## src/rtl/hidden_delta_gen_pkg.sv

```systemverilog
// Shared backprop definitions: datapath widths, 16-bit saturation limits and
// the hidden-delta FSM state type.
package hidden_delta_gen_pkg;

    localparam int unsigned PH_W   = 16;
    localparam int unsigned WT_W   = 8;
    localparam int unsigned ACC_W  = 28;
    localparam int unsigned DIF_W  = 16;
    localparam int unsigned PROD_W = PH_W + WT_W;       // ph * w
    localparam int unsigned SCL_W  = PH_W + DIF_W + 1;  // s * {0, h_dif}

    localparam logic signed [PH_W-1:0] SAT_MAX = 16'sh7FFF;
    localparam logic signed [PH_W-1:0] SAT_MIN = 16'sh8000;

    typedef enum logic [1:0] {
        StIdle,
        StAccum,
        StScale,
        StDone
    } state_e;

    // Clamp the wide accumulator into the signed 16-bit delta range.
    function automatic logic signed [PH_W-1:0] sat16(input logic signed [ACC_W-1:0] a);
        if (a > ACC_W'(SAT_MAX)) begin
            return SAT_MAX;
        end else if (a < ACC_W'(SAT_MIN)) begin
            return SAT_MIN;
        end else begin
            return PH_W'(a);
        end
    endfunction

endpackage

```

## src/rtl/hidden_delta_gen_mac.sv

```systemverilog
// Multiply-shift-accumulate datapath: acc += (ph * w) >>> W_SHIFT per enabled cycle.
module bp_mac
    import hidden_delta_gen_pkg::*;
#(
    parameter int unsigned W_SHIFT = 6
) (
    input  logic                    clk,
    input  logic                    rst,
    input  logic                    clr,
    input  logic                    en,
    input  logic signed [PH_W-1:0]  ph,
    input  logic signed [WT_W-1:0]  w,
    output logic signed [ACC_W-1:0] acc
);

    logic signed [PROD_W-1:0] prod;
    logic signed [ACC_W-1:0]  acc_d;

    // Full-precision product, then drop weight fraction bits with sign kept.
    always_comb begin
        prod  = PROD_W'(ph) * PROD_W'(w);
        acc_d = acc + ACC_W'(prod >>> W_SHIFT);
    end

    // Accumulator register; clear wins over enable.
    always_ff @(posedge clk) begin
        if (rst) begin
            acc <= '0;
        end else if (clr) begin
            acc <= '0;
        end else if (en) begin
            acc <= acc_d;
        end
    end

endmodule

```

## src/rtl/hidden_delta_gen.sv

```systemverilog
// Hidden-layer delta generator: accumulates N_OUT weighted output deltas,
// saturates to 16 bits and scales by the hidden activation derivative.
module hidden_delta_gen
    import hidden_delta_gen_pkg::*;
#(
    parameter int unsigned N_OUT   = 4,
    parameter int unsigned W_SHIFT = 6
) (
    input  logic             clk,
    input  logic             rst,
    input  logic             start,
    input  logic [DIF_W-1:0] h_dif,
    input  logic             in_valid,
    output logic             in_ready,
    input  logic [PH_W-1:0]  ph_in,
    input  logic [WT_W-1:0]  w_in,
    output logic             out_valid,
    input  logic             out_ready,
    output logic [PH_W-1:0]  delta_out,
    output logic             busy
);

    localparam int unsigned CNT_W = 5;

    state_e                   state_q, state_d;
    logic [CNT_W-1:0]         cnt_q, cnt_d;
    logic [DIF_W-1:0]         h_dif_q, h_dif_d;
    logic [PH_W-1:0]          delta_q, delta_d;
    logic                     in_ready_q, out_valid_q, busy_q;
    logic                     mac_clr, mac_en;
    logic signed [ACC_W-1:0]  acc;
    logic signed [PH_W-1:0]   sat_s;
    logic signed [SCL_W-1:0]  scaled;

    bp_mac #(
        .W_SHIFT(W_SHIFT)
    ) u_mac (
        .clk(clk),
        .rst(rst),
        .clr(mac_clr),
        .en (mac_en),
        .ph (ph_in),
        .w  (w_in),
        .acc(acc)
    );

    // Saturate, then scale by h_dif treated as unsigned Q0.16.
    always_comb begin
        sat_s  = sat16(acc);
        scaled = SCL_W'(sat_s) * SCL_W'($signed({1'b0, h_dif_q}));
    end

    // Next-state logic and datapath control.
    always_comb begin
        state_d = state_q;
        cnt_d   = cnt_q;
        h_dif_d = h_dif_q;
        delta_d = delta_q;
        mac_clr = 1'b0;
        mac_en  = 1'b0;
        unique case (state_q)
            StIdle: begin
                if (start) begin
                    h_dif_d = h_dif;
                    cnt_d   = '0;
                    mac_clr = 1'b1;
                    state_d = StAccum;
                end
            end
            StAccum: begin
                if (in_valid && in_ready_q) begin
                    mac_en = 1'b1;
                    cnt_d  = cnt_q + CNT_W'(1);
                    if (cnt_q == CNT_W'(N_OUT - 1)) begin
                        state_d = StScale;
                    end
                end
            end
            StScale: begin
                delta_d = PH_W'(scaled >>> DIF_W);
                state_d = StDone;
            end
            StDone: begin
                if (out_ready) begin
                    state_d = StIdle;
                end
            end
            default: state_d = StIdle;
        endcase
    end

    // State and registered outputs, decoded from the next state.
    always_ff @(posedge clk) begin
        if (rst) begin
            state_q     <= StIdle;
            cnt_q       <= '0;
            h_dif_q     <= '0;
            delta_q     <= '0;
            in_ready_q  <= 1'b0;
            out_valid_q <= 1'b0;
            busy_q      <= 1'b0;
        end else begin
            state_q     <= state_d;
            cnt_q       <= cnt_d;
            h_dif_q     <= h_dif_d;
            delta_q     <= delta_d;
            in_ready_q  <= (state_d == StAccum);
            out_valid_q <= (state_d == StDone);
            busy_q      <= (state_d != StIdle);
        end
    end

    assign in_ready  = in_ready_q;
    assign out_valid = out_valid_q;
    assign busy      = busy_q;
    assign delta_out = delta_q;

endmodule

```

## config.mk

```make
export PLATFORM = sky130hd
export DESIGN_NAME = hidden_delta_gen
export DESIGN_NICKNAME = d
export VERILOG_FILES = /design/src/rtl/hidden_delta_gen_pkg.sv /design/src/rtl/hidden_delta_gen_mac.sv /design/src/rtl/hidden_delta_gen.sv
export SDC_FILE = /design/constraint.sdc
export NUM_CORES = 1
export LEC_CHECK = 0
export CAP_MARGIN = 20
export CORE_ASPECT_RATIO = 1.1
export CORE_UTILIZATION = 30
export DETAILED_ROUTE_END_ITERATION = 16
export PLACE_DENSITY_LB_ADDON = 0.12
export SYNTH_ARGS = -nofsm -noshare
export SYNTH_HDL_FRONTEND = slang
export SYNTH_SLANG_ARGS = --single-unit
```

## constraint.sdc

```tcl
create_clock -name clk -period 22.3 [get_ports clk]
set_input_delay 4.46 -clock clk [delete_from_list [all_inputs] [get_ports clk]]
set_output_delay 4.46 -clock clk [all_outputs]
set_load 0.005 [all_outputs]
```

==> results.md, run 1 <==
- Length in cells of the worst reg-to-reg path: 24
- Synth Warn #: 0
- Final-layout setup total negative slack: 0 ns
- Switching Share: a little over half
- Endpoint type of the worst setup path: flop
- Cell type group with the largest total delay on the critical path: adder cells
- Per-cell routed wire length: around 16 um
- Inst Count DP: between 2,000 and 3,000
- Sw Pwr: 0.001090 W
- Remaining routing DRC violations: 0
- Clock tree from TritonCTS: yes
- Floorplan die height: 248.0 um
- Most common library cell in the layout ignoring fill and taps: sky130_fd_sc_hd__inv_1
- DRC violation total after the first TritonRoute iteration: 408
- DP Worst Slack: 9.869 ns
- Headroom to the max-slew limit: between 30% and 40%
- Worst Hold Path Cells: 2
- Boundary pin count: 64
- Clock buffer depth: 2
- Number of setup violations in the final report: 0
- Post-synth design cell area: 16,500 sq um
- Number of global-route vias before repair: 13,220
- Crit Reg-Reg Endpoint: delta_out[14]
- Critical register-to-register path startpoint: u_mac.acc[15]
- Yosys cell types: 69
- Remaining number of nets flagged by the antenna check after routing: 0
- Reg2reg setup slack: 14.44 ns
- Detailed-placement wirelength estimate: ~34 mm
- PD cells: between 100 and 150 nW/um^2
- Predominant post-synthesis flop cell: sky130_fd_sc_hd__dfxtp_1
- Number of buffers created by CTS: 9
- Fraction of layout cells with a size suffix above 1: 2.823%
- Synthesized Nets: 2,442
- Final critical path time including I/O delays and setup: 12.04 ns
- Count of buffering cells on the critical path with inverters included: 2
- Largest net degree at the start of global routing: 41
- Grt total ovfl: 0
- Post-cts resize count: 0
- Slowest stage cell on the critical path: sky130_fd_sc_hd__clkdlybuf4s50_1
- Internal power contribution: 0.0008953 W
- Number of synthesized register bits: 70
- Proportion of register bits with asynchronous set or reset after synthesis: 0%
- Worst Hold Class: flop to flop
- Number of pins exceeding their max-slew limit in the final report: 0
- Buffer type at the clock tree root: sky130_fd_sc_hd__clkbuf_16
- Largest stage delay, worst path: ~0.94 ns
- Count of input and output buffers: 63
- Total Routing Usage GR: 16.14%
- Final period utilization: between 50% and 60%
- Total iterations of the first detailed-routing run: 5
- Max rail drop VDD: 0.00005844 V
- Die Outline Area: 55,950 sq um
- Antenna violations before repair: 0
- Dominant cell type by count on the critical path: sky130_fd_sc_hd__fa_1
- Count of H-tree levels built during CTS: 3
- Hold buffer count at CTS: 0
- Worst path setup slack after routing: between 10 and 15 ns
- Post-route non-filler standard cell count: 2,676
- Row cnt: 89
- Synth-to-Final Area Change: 10.46%
- Top fanout value on the critical path: 16
- Critical Path Source: w_in[7]
- Number of inserted diodes: 0
- Leading cell types in the layout, fill and taps excluded: sky130_fd_sc_hd__inv_1 (368), sky130_fd_sc_hd__fa_1 (295), sky130_fd_sc_hd__nand2_1 (263)
- Worst path depth: 25
- Final count of hold timing violations: 0
- Total Wirelength: approximately 42 mm
- Number of vias after detailed routing: about 12,000
- Worst Setup Path Type: input pin to flop
- Number of maximum-capacitance constraint violations: 0
- Syn Area/Cell: 8.608 sq um
- Worst Tran Pin Value: between 1 and 1.5 ns
- Fraction of power consumed by sequential logic: between 7 and 8%
- Leakage: 8.926 nW
- Setup crit start kind: input pin
- CP endpoint: u_mac.acc[26]
- Critical Path RT: about 22 ns
- Mapped Cells: between 1,500 and 2,000
- Combinational share of power: between 80% and 90%
- Clock skew: 0.01125 ns
- Sequential area share after synthesis: 8.493%
- Clock transition at path regs: 0.06 ns
- Via/cell ratio: about 4.6
- First-pass GRT wire length: between 70 and 80 mm
- Die outline width: about 230 um
- Later-pin clock latency in the skew report: 0.34 ns
- Number of enable flip-flop cells after synthesis: 0
- Number of clock sinks seen by CTS: 70
- Count of nets after finishing: 2,468
- Clock power share: 7.9%
- Critical path data arrival time: 12.24 ns
- Run status: finished clean
- Effective utilization at floorplan: 30.55%
- Unrepaired setup endpoints after global routing: no
- Max Clk Rate: 0.08304 GHz
- Routability congestion estimate from global placement: 0.8144
- Core Region: ~54,000 sq um
- Post-CTS Repair Setup Buffers: 0
==> stage by stage <==
stage	hold WS, ns	util (%)	power [W]	instance area (sq um)
finish	0.4543	33.75	0.001986	18230
global route	0.4797	33.75	0.002239	18230
floorplan	0.4482	-	0.001406	16500
CTS	0.4567	33.75	0.002024	18230
global placement	0.4468	33.18	0.001836	17920
detailed placement	0.4465	33.18	0.001835	17920
==> final cells by class <==
type / count / area [sq um]
fill: 5712 / 35780
multi-input combinational: 1414 / 13470
sequential: 70 / 1401
inverter: 368 / 1381
tap: 728 / 910.9
timing repair buffer: 80 / 753.2
clock buffer: 13 / 240.2
clock inverter: 3 / 68.82
==> registers in the layout, indices dropped and copies added, names as in the netlist <==
register,flops
state_q,2
u_mac.acc,28
out_valid,1
h_dif_q,16
delta_out,16
busy,1
cnt_q,5
in_ready,1
==> worst min-delay path by stage <==
stage	end	slack, ns	startpoint
floorplan	delta_out[9]	0.45	delta_out[9]
global placement	delta_out[9]	0.45	delta_out[9]
detailed placement	delta_out[10]	0.45	delta_out[10]
CTS	delta_out[13]	0.46	delta_out[13]
global route	delta_out[6]	0.48	delta_out[6]
finish	delta_out[13]	0.45	delta_out[13]
==> power by group through the flow <==
stage                     clock, W  sequential, W  combinational (W)
final                     0.000157       0.000141            0.00169
after global placement           0       0.000144            0.00169
after CTS                 0.000163       0.000141            0.00172
after detailed placement         0       0.000143            0.00169
after global routing      0.000167       0.000142            0.00193
after floorplan                  0       0.000139            0.00127
==> tightest hold or removal path, cell delays in order, from the launching register on <==
cell and delay (ns):
sky130_fd_sc_hd__dfxtp_1 0.30, sky130_fd_sc_hd__nand2_1 0.05, sky130_fd_sc_hd__a21oi_1 0.05
==> per-layer routing <==
metal	share of wire (%)	vias to the layer above	routed length (um)	global-route usage, %
met5	0	-	0	0
met2	48	148	20510	27.79
li1	-	6006	-	-
met3	2.0	20	834	1.125
met4	0.93	0	395	2.181
met1	49	6192	20650	22.59
==> Yosys cell counts (27+ instances only) <==
| cell type | instances | area, sq um |
|---|---|---|
| sky130_fd_sc_hd__nand2_1 | 263 | 987.2 |
| sky130_fd_sc_hd__nor2b_1 | 64 | 400.4 |
| sky130_fd_sc_hd__nor2_1 | 54 | 202.7 |
| sky130_fd_sc_hd__a21o_1 | 27 | 202.7 |
| sky130_fd_sc_hd__dfxtp_1 | 70 | 1401 |
| sky130_fd_sc_hd__ha_1 | 185 | 2315 |
| sky130_fd_sc_hd__and2_1 | 151 | 944.7 |
| sky130_fd_sc_hd__clkbuf_1 | 61 | 229.0 |
| sky130_fd_sc_hd__nand2b_1 | 28 | 175.2 |
| sky130_fd_sc_hd__inv_1 | 368 | 1381 |
| sky130_fd_sc_hd__a21oi_1 | 97 | 485.5 |
| sky130_fd_sc_hd__fa_1 | 295 | 5906 |
| sky130_fd_sc_hd__xnor2_1 | 39 | 341.6 |
==> kinds of logic (layout without fill, tap and decap cells) <==
kind of cell | Yosys count | count (layout) | share of synthesized area [%]
xor+xnor | 48 | 48 | 2.631
fa+ha+maj | 480 | 480 | 49.82
flops | 70 | 70 | 8.493
simple gates | 658 | 658 | 20.21
mux | 3 | 3 | 0.1820
compound gates | 225 | 225 | 8.804
buf+inv | 433 | 464 | 9.865
No activity file was read; power rests on OpenSTA's default activity.
==> run 2, diff against run 1 <==
Clock period 22.3 ns to 9.85 ns, I/O delays scaled along.
==> results.md, run 2 (same netlist as run 1, synthesis figures left out) <==
- Final-layout setup total negative slack: 0 ns (unchanged)
- Length in cells of the worst reg-to-reg path: 22 (-8.3%)
- Layer carrying the most global-route usage: met2
- Fraction of power consumed by sequential logic: 7.1% (about the same)
- Grt total ovfl: 0 (unchanged)
- Remaining routing DRC violations: 0 (unchanged)
- Top fanout value on the critical path: 14 (-2)
- First-pass GRT wire length: 72.78 mm (+1.5%)
- Number of buffers created by CTS: 9 (unchanged)
- Headroom to the max-slew limit: 38.54% (+7.9 points)
- Internal power contribution: 0.002031 W (+130%)
- Switching Share: 55.05% (+0.14 points)
- Count of nets after finishing: 2,474 (+0.24%)
- Count of H-tree levels built during CTS: 3 (unchanged)
- Grt met2 use: 28.92% (+1.1 points)
- Clock transition at path regs: 0.07 ns (about the same)
- Clock buffer depth: 2 (unchanged)
- Critical register-to-register path startpoint: u_mac.acc[16]
- Worst Hold Path Cells: 2 (unchanged)
- Per-cell routed wire length: 15.74 um (-0.60%)
- Inst Count DP: 2,666 (+0.23%)
- Leakage: 8.952 nW (+0.29%)
- Largest net degree at the start of global routing: 41 (unchanged)
- Flip-flop count of the largest register after layout: 28 (unchanged)
- Crit Reg-Reg Endpoint: delta_out[14]
- Number of setup violations in the final report: 0 (unchanged)
- Core Region: 54,010 sq um (unchanged)
- Max Clk Rate: 0.1102 GHz
- Unrepaired setup endpoints after global routing: no
- Number of maximum-capacitance constraint violations: 0 (unchanged)
- Endpoint type of the worst setup path: flop
- Row cnt: 89 (unchanged)
- Via/cell ratio: 4.606 (-0.32%)
- Combinational share of power: 85.1% (about the same)
- Hold buffer count at CTS: 0 (unchanged)
- Final count of hold timing violations: 0 (unchanged)
- Post-route non-filler standard cell count: 2,683 (+0.26%)
- Critical path data arrival time: 9.35 ns (-2.89 ns)
- Count of input and output buffers: 63 (unchanged)
- Total iterations of the first detailed-routing run: 7 (+2)
- Synth-to-Final Area Change: 10.76%
- Later-pin clock latency in the skew report: 0.34 ns (about the same)
- Met1 Usage GRT: 22.07% (-0.52 points)
- Run status: finished clean
- Worst Tran Pin Value: 0.9201 ns (-0.1179 ns)
- Effective utilization at floorplan: 30.55% (unchanged)
- Met3 global-route usage: 1.267% (+0.14 points)
- Number of filler cells placed in the layout: 5,707 (-0.088%)
- Clock tree from TritonCTS: yes
- Post-CTS Repair Setup Buffers: 0 (unchanged)
- Number of global-route vias before repair: 13,717 (+3.8%)
- Remaining number of nets flagged by the antenna check after routing: 0 (unchanged)
- Endpoint with the worst hold slack: delta_out[4]
- Total Routing Usage GR: 16.34% (+0.20 points)
- Number of vias after detailed routing: 12,359 (-0.057%)
- Die Outline Area: 55,950 sq um (unchanged)
- Boundary pin count: 64 (unchanged)
- Final critical path time including I/O delays and setup: 9.071 ns
- Critical Path RT: 10.13 ns (-12.36 ns)
- Sw Pwr: 0.002488 W (+130%)
- Post-cts resize count: 0 (unchanged)
- Antenna violations before repair: 1 (+1)
- Worst Setup Path Type: input pin to flop
- Fraction of layout cells with a size suffix above 1: 3.275% (+0.45 points)
- Buffer type at the clock tree root: sky130_fd_sc_hd__clkbuf_16
- Max rail drop VDD: 0.0001487 V (+150%)
- Floorplan die height: 248.0 um (unchanged)
- Clock power share: 7.8% (about the same)
- Routability congestion estimate from global placement: 0.7828 (-3.9%)
- Detailed-placement wirelength estimate: 34.72 mm (+1.5%)
- Reg2reg setup slack: 2.04 ns (-12.40 ns)
- Final period utilization: just over 90%
- DRC violation total after the first TritonRoute iteration: 496 (+22%)
- Reg with most FFs: u_mac.acc
- Total Wirelength: 42.24 mm (-0.34%)
- Clock skew: 0.009939 ns (-0.001313 ns)
- Leading cell types in the layout, fill and taps excluded: sky130_fd_sc_hd__inv_1 (368), sky130_fd_sc_hd__fa_1 (295), sky130_fd_sc_hd__nand2_1 (263)
- Most common library cell in the layout ignoring fill and taps: sky130_fd_sc_hd__inv_1
- Worst Min Path Start: delta_out[4]
- Worst Hold Class: flop to flop
- Die outline width: 225.6 um (unchanged)
- PD cells: 247.3 nW/um^2 (+130%)
- Number of pins exceeding their max-slew limit in the final report: 0 (unchanged)
- Setup crit start kind: input pin
- Number of clock sinks seen by CTS: 70 (unchanged)
-- run 2: power by group through the flow --
stage,Sequential [W],Combinational [W],Clock [W]
after floorplan,0.000315,0.00287,0
after global placement,0.000326,0.00386,0
after detailed placement,0.000326,0.00386,0
after CTS,0.000320,0.00392,0.000366
after global routing,0.000322,0.00441,0.000374
final,0.000319,0.00385,0.000354
-- run 2: worst max path at each step --
stage	to	startpoint	cells past startpoint
4_1_cts	u_mac.acc[27]	w_in[5]	26
5_1_grt	u_mac.acc[27]	w_in[5]	26
3_5_place_dp	u_mac.acc[27]	w_in[5]	26
6_report	u_mac.acc[27]	w_in[5]	26
3_3_place_gp	u_mac.acc[27]	w_in[5]	27
2_1_floorplan	u_mac.acc[22]	w_in[7]	24
-- run 2: critical path, stage by stage --
cell and delay (ns):
sky130_fd_sc_hd__clkdlybuf4s50_1 0.80, sky130_fd_sc_hd__nand2_1 0.15, sky130_fd_sc_hd__fa_1 0.53, sky130_fd_sc_hd__inv_1 0.06, sky130_fd_sc_hd__fa_1 0.52, sky130_fd_sc_hd__fa_1 0.54
sky130_fd_sc_hd__fa_1 0.49, sky130_fd_sc_hd__ha_1 0.36, sky130_fd_sc_hd__a211oi_2 0.24, sky130_fd_sc_hd__nor2_1 0.10, sky130_fd_sc_hd__a211oi_2 0.29, sky130_fd_sc_hd__o21ai_2 0.15
sky130_fd_sc_hd__o21a_1 0.21, sky130_fd_sc_hd__o21a_1 0.20, sky130_fd_sc_hd__o21a_1 0.19, sky130_fd_sc_hd__o21ai_0 0.15, sky130_fd_sc_hd__a21oi_1 0.10, sky130_fd_sc_hd__ha_1 0.35
sky130_fd_sc_hd__and3_2 0.25, sky130_fd_sc_hd__nand3_1 0.12, sky130_fd_sc_hd__o311ai_0 0.42, sky130_fd_sc_hd__o2111ai_1 0.20, sky130_fd_sc_hd__a41oi_1 0.22, sky130_fd_sc_hd__xnor3_1 0.26
sky130_fd_sc_hd__or3_1 0.32, sky130_fd_sc_hd__a21oi_1 0.14
-- run 2: area by class of cell --
class	count	area, sq um	share of cell area, %
Multi-Input combinational cell	1414	13470	73.71
Sequential cell	70	1401	7.668
Inverter	368	1381	7.558
Tap cell	728	910.9	4.984
Timing Repair Buffer	86	798.3	4.368
Clock buffer	12	256.5	1.403
Clock inverter	4	53.80	0.2944
Antenna cell	1	2.502	0.01369
-- run 2: per-stage QoR --
| step | total power (W) | hold WS [ns] | area, sq um | utilization (%) | worst slack (ns) |
|---|---|---|---|---|---|
| final | 0.004520 | 0.4564 | 18280 | 33.84 | 0.7792 |
| after global routing | 0.005106 | 0.4764 | 18270 | 33.84 | 0.2013 |
| after CTS | 0.004604 | 0.4601 | 18270 | 33.84 | 0.7362 |
| after detailed placement | 0.004182 | 0.4474 | 17960 | 33.26 | 0.4166 |
| after global placement | 0.004187 | 0.4466 | 17960 | 33.26 | 0.6199 |
| after floorplan | 0.003184 | 0.4482 | 16500 | - | 1.523 |
-- run 2: layer usage --
metal  wire length, um  vias to the layer above
li1                  -                     6022
met1             20290                     6188
met2             20750                      126
met3               844                       21
met4               348                        2
met5                13                        -
==> run 3, diff against run 2 <==
Settings changed: CORE_UTILIZATION 30 to 58.
==> results.md, run 3 (same netlist as run 1, synthesis figures left out) <==
- Number of vias after detailed routing: 12,807 (+3.6%)
- Post-route non-filler standard cell count: 2,309 (-14%)
- Die outline width: 162.8 um (-28%)
- Clock tree from TritonCTS: yes
- Row cnt: 64 (-28%)
- Number of maximum-capacitance constraint violations: 0 (unchanged)
- Remaining routing DRC violations: 0 (unchanged)
- Clock skew: 0.006680 ns (-0.003259 ns)
- Critical Path RT: 10.13 ns (about the same)
- Top fanout value on the critical path: 10 (-4)
- Number of clock sinks seen by CTS: 70 (unchanged)
- Flip-flop count of the largest register after layout: 28 (unchanged)
- Setup crit start kind: input pin
- Total Routing Usage GR: 28.71% (+12 points)
- Routability congestion estimate from global placement: 0.9023 (+15%)
- Count of nets after finishing: 2,466 (-0.32%)
- Worst Setup Path Type: input pin to flop
- Count of input and output buffers: 63 (unchanged)
- Critical path data arrival time: 9.43 ns (+0.08 ns)
- Worst Tran Pin Value: 1.000 ns (+0.08042 ns)
- Final period utilization: 92.81% (+0.72 points)
- Critical Path Source: w_in[7]
- Total iterations of the first detailed-routing run: 5 (-2)
- PD cells: 247.3 nW/um^2 (about the same)
- Number of setup violations in the final report: 0 (unchanged)
- Worst path setup slack after routing: 0.7081 ns (-0.07104 ns)
- Number of buffers created by CTS: 9 (unchanged)
- Endpoint type of the worst setup path: flop
- Worst Hold Class: flop to flop
- Boundary pin count: 64 (unchanged)
- Antenna violations before repair: 0 (-1)
- Inst Count DP: 2,293 (-14%)
- Effective utilization at floorplan: 59.21% (+29 points)
- Hold buffer count at CTS: 0 (unchanged)
- Final-layout setup total negative slack: 0 ns (unchanged)
- Post-cts resize count: 0 (unchanged)
- Fraction of layout cells with a size suffix above 1: 2.929% (-0.35 points)
- Clock transition at path regs: 0.06 ns (about the same)
- Reg with most FFs: u_mac.acc
- Detailed-placement wirelength estimate: 30.68 mm (-12%)
- Headroom to the max-slew limit: 33.30% (-5.2 points)
- DRC violation total after the first TritonRoute iteration: 483 (-2.6%)
- Unrepaired setup endpoints after global routing: no
- Floorplan die height: 178.9 um (-28%)
- Critical register-to-register path startpoint: u_mac.acc[23]
- Largest net degree at the start of global routing: 40 (-2.4%)
- Run status: finished clean
- Length in cells of the worst reg-to-reg path: 25 (+14%)
- Total Wirelength: 38.23 mm (-9.5%)
- First-pass GRT wire length: 65.68 mm (-9.8%)
- Final count of hold timing violations: 0 (unchanged)
- Max rail drop VDD: 0.0001476 V (-0.75%)
- Count of H-tree levels built during CTS: 3 (unchanged)
- Core Region: 27,870 sq um (-48%)
- Synth-to-Final Area Change: 7.431%
- Most common library cell in the layout ignoring fill and taps: sky130_fd_sc_hd__inv_1
- Worst Min Path Start: delta_out[6]
- Later-pin clock latency in the skew report: 0.35 ns (about the same)
- Number of inserted diodes: 0 (-1)
- Leading cell types in the layout, fill and taps excluded: sky130_fd_sc_hd__inv_1 (368), sky130_fd_sc_hd__fa_1 (295), sky130_fd_sc_hd__nand2_1 (263)
- Worst Hold Path Cells: 2 (unchanged)
- Core Util, Final: 63.61% (+30 points)
- Remaining number of nets flagged by the antenna check after routing: 0 (unchanged)
- DP Worst Slack: 0.3803 ns (-0.03635 ns)
- Per-cell routed wire length: 16.56 um (+5.2%)
- Die Outline Area: 29,130 sq um (-48%)
- Final critical path time including I/O delays and setup: 9.142 ns (+0.07104 ns)
- Number of global-route vias before repair: 13,535 (-1.3%)
- Buffer type at the clock tree root: sky130_fd_sc_hd__clkbuf_16
- Number of pins exceeding their max-slew limit in the final report: 0 (unchanged)
- Post-CTS Repair Setup Buffers: 0 (unchanged)
- Clock buffer depth: 2 (unchanged)
- Leakage: 8.895 nW (-0.64%)
- Grt total ovfl: 0 (unchanged)
- Max Clk Rate: 0.1094 GHz (-0.78%)
- Via/cell ratio: 5.547 (+20%)
[run 3: report_power, final]
| group | switching, W | internal, W |
|---|---|---|
| clock | 0.000135 | 0.000170 |
| sequential | 0.0000313 | 0.000297 |
| combinational | 0.00225 | 0.00150 |
[run 3: path summary, 6_finish.rpt]
path | endpoint | slack [ns]
setup / recovery | u_mac.acc[27] | 0.71
hold / removal | delta_out[6] | 0.46
setup reg to reg | delta_out[14] | 2.01
hold reg to reg | delta_out[6] | 0.46
[run 3: metal layers]
layer / track usage [%] / wire length [um] / part of all wire [%]
met5: 0 / 0 / 0
met4: 7.516 / 730 / 1.9
met3: 3.377 / 1681 / 4.4
met2: 51.68 / 19510 / 51
met1: 36.41 / 16310 / 43
[run 3: area by class of cell]
cell class              count  area (sq um)
multi-input cells        1414         13480
clock inverters             6         38.79
flip-flops and latches     70          1401
fillers                  2450         10140
well taps                 363         454.2
inverters                 368          1381
clock buffers              10         229.0
repair buffers             78         743.2
[run 3: stage by stage]
stage,total power (W),area [sq um],hold WS [ns]
final,0.004384,17730,0.4561
after global routing,0.004893,17730,0.4802
after CTS,0.004386,17730,0.4583
after detailed placement,0.004050,17460,0.4470
after global placement,0.003963,17460,0.4410
after floorplan,0.003184,16500,0.4482
[run 3: worst max-delay path: stages]
cell and delay, ns:
sky130_fd_sc_hd__clkdlybuf4s50_1 0.73, sky130_fd_sc_hd__buf_4 0.23, sky130_fd_sc_hd__inv_1 0.07, sky130_fd_sc_hd__fa_1 0.50
sky130_fd_sc_hd__fa_1 0.52, sky130_fd_sc_hd__inv_1 0.06, sky130_fd_sc_hd__fa_1 0.49, sky130_fd_sc_hd__fa_1 0.50
sky130_fd_sc_hd__ha_1 0.36, sky130_fd_sc_hd__nand4b_1 0.13, sky130_fd_sc_hd__o211ai_2 0.12, sky130_fd_sc_hd__a211oi_2 0.37
sky130_fd_sc_hd__o21ai_2 0.16, sky130_fd_sc_hd__o21a_1 0.21, sky130_fd_sc_hd__o21a_1 0.19, sky130_fd_sc_hd__o21a_1 0.20
sky130_fd_sc_hd__o21ai_0 0.16, sky130_fd_sc_hd__a21oi_1 0.09, sky130_fd_sc_hd__ha_1 0.36, sky130_fd_sc_hd__and3_2 0.26
sky130_fd_sc_hd__nand3_1 0.11, sky130_fd_sc_hd__o311ai_0 0.47, sky130_fd_sc_hd__o2111ai_1 0.19, sky130_fd_sc_hd__a41oi_1 0.22
sky130_fd_sc_hd__xnor3_1 0.26, sky130_fd_sc_hd__or3_1 0.31, sky130_fd_sc_hd__a21oi_1 0.14
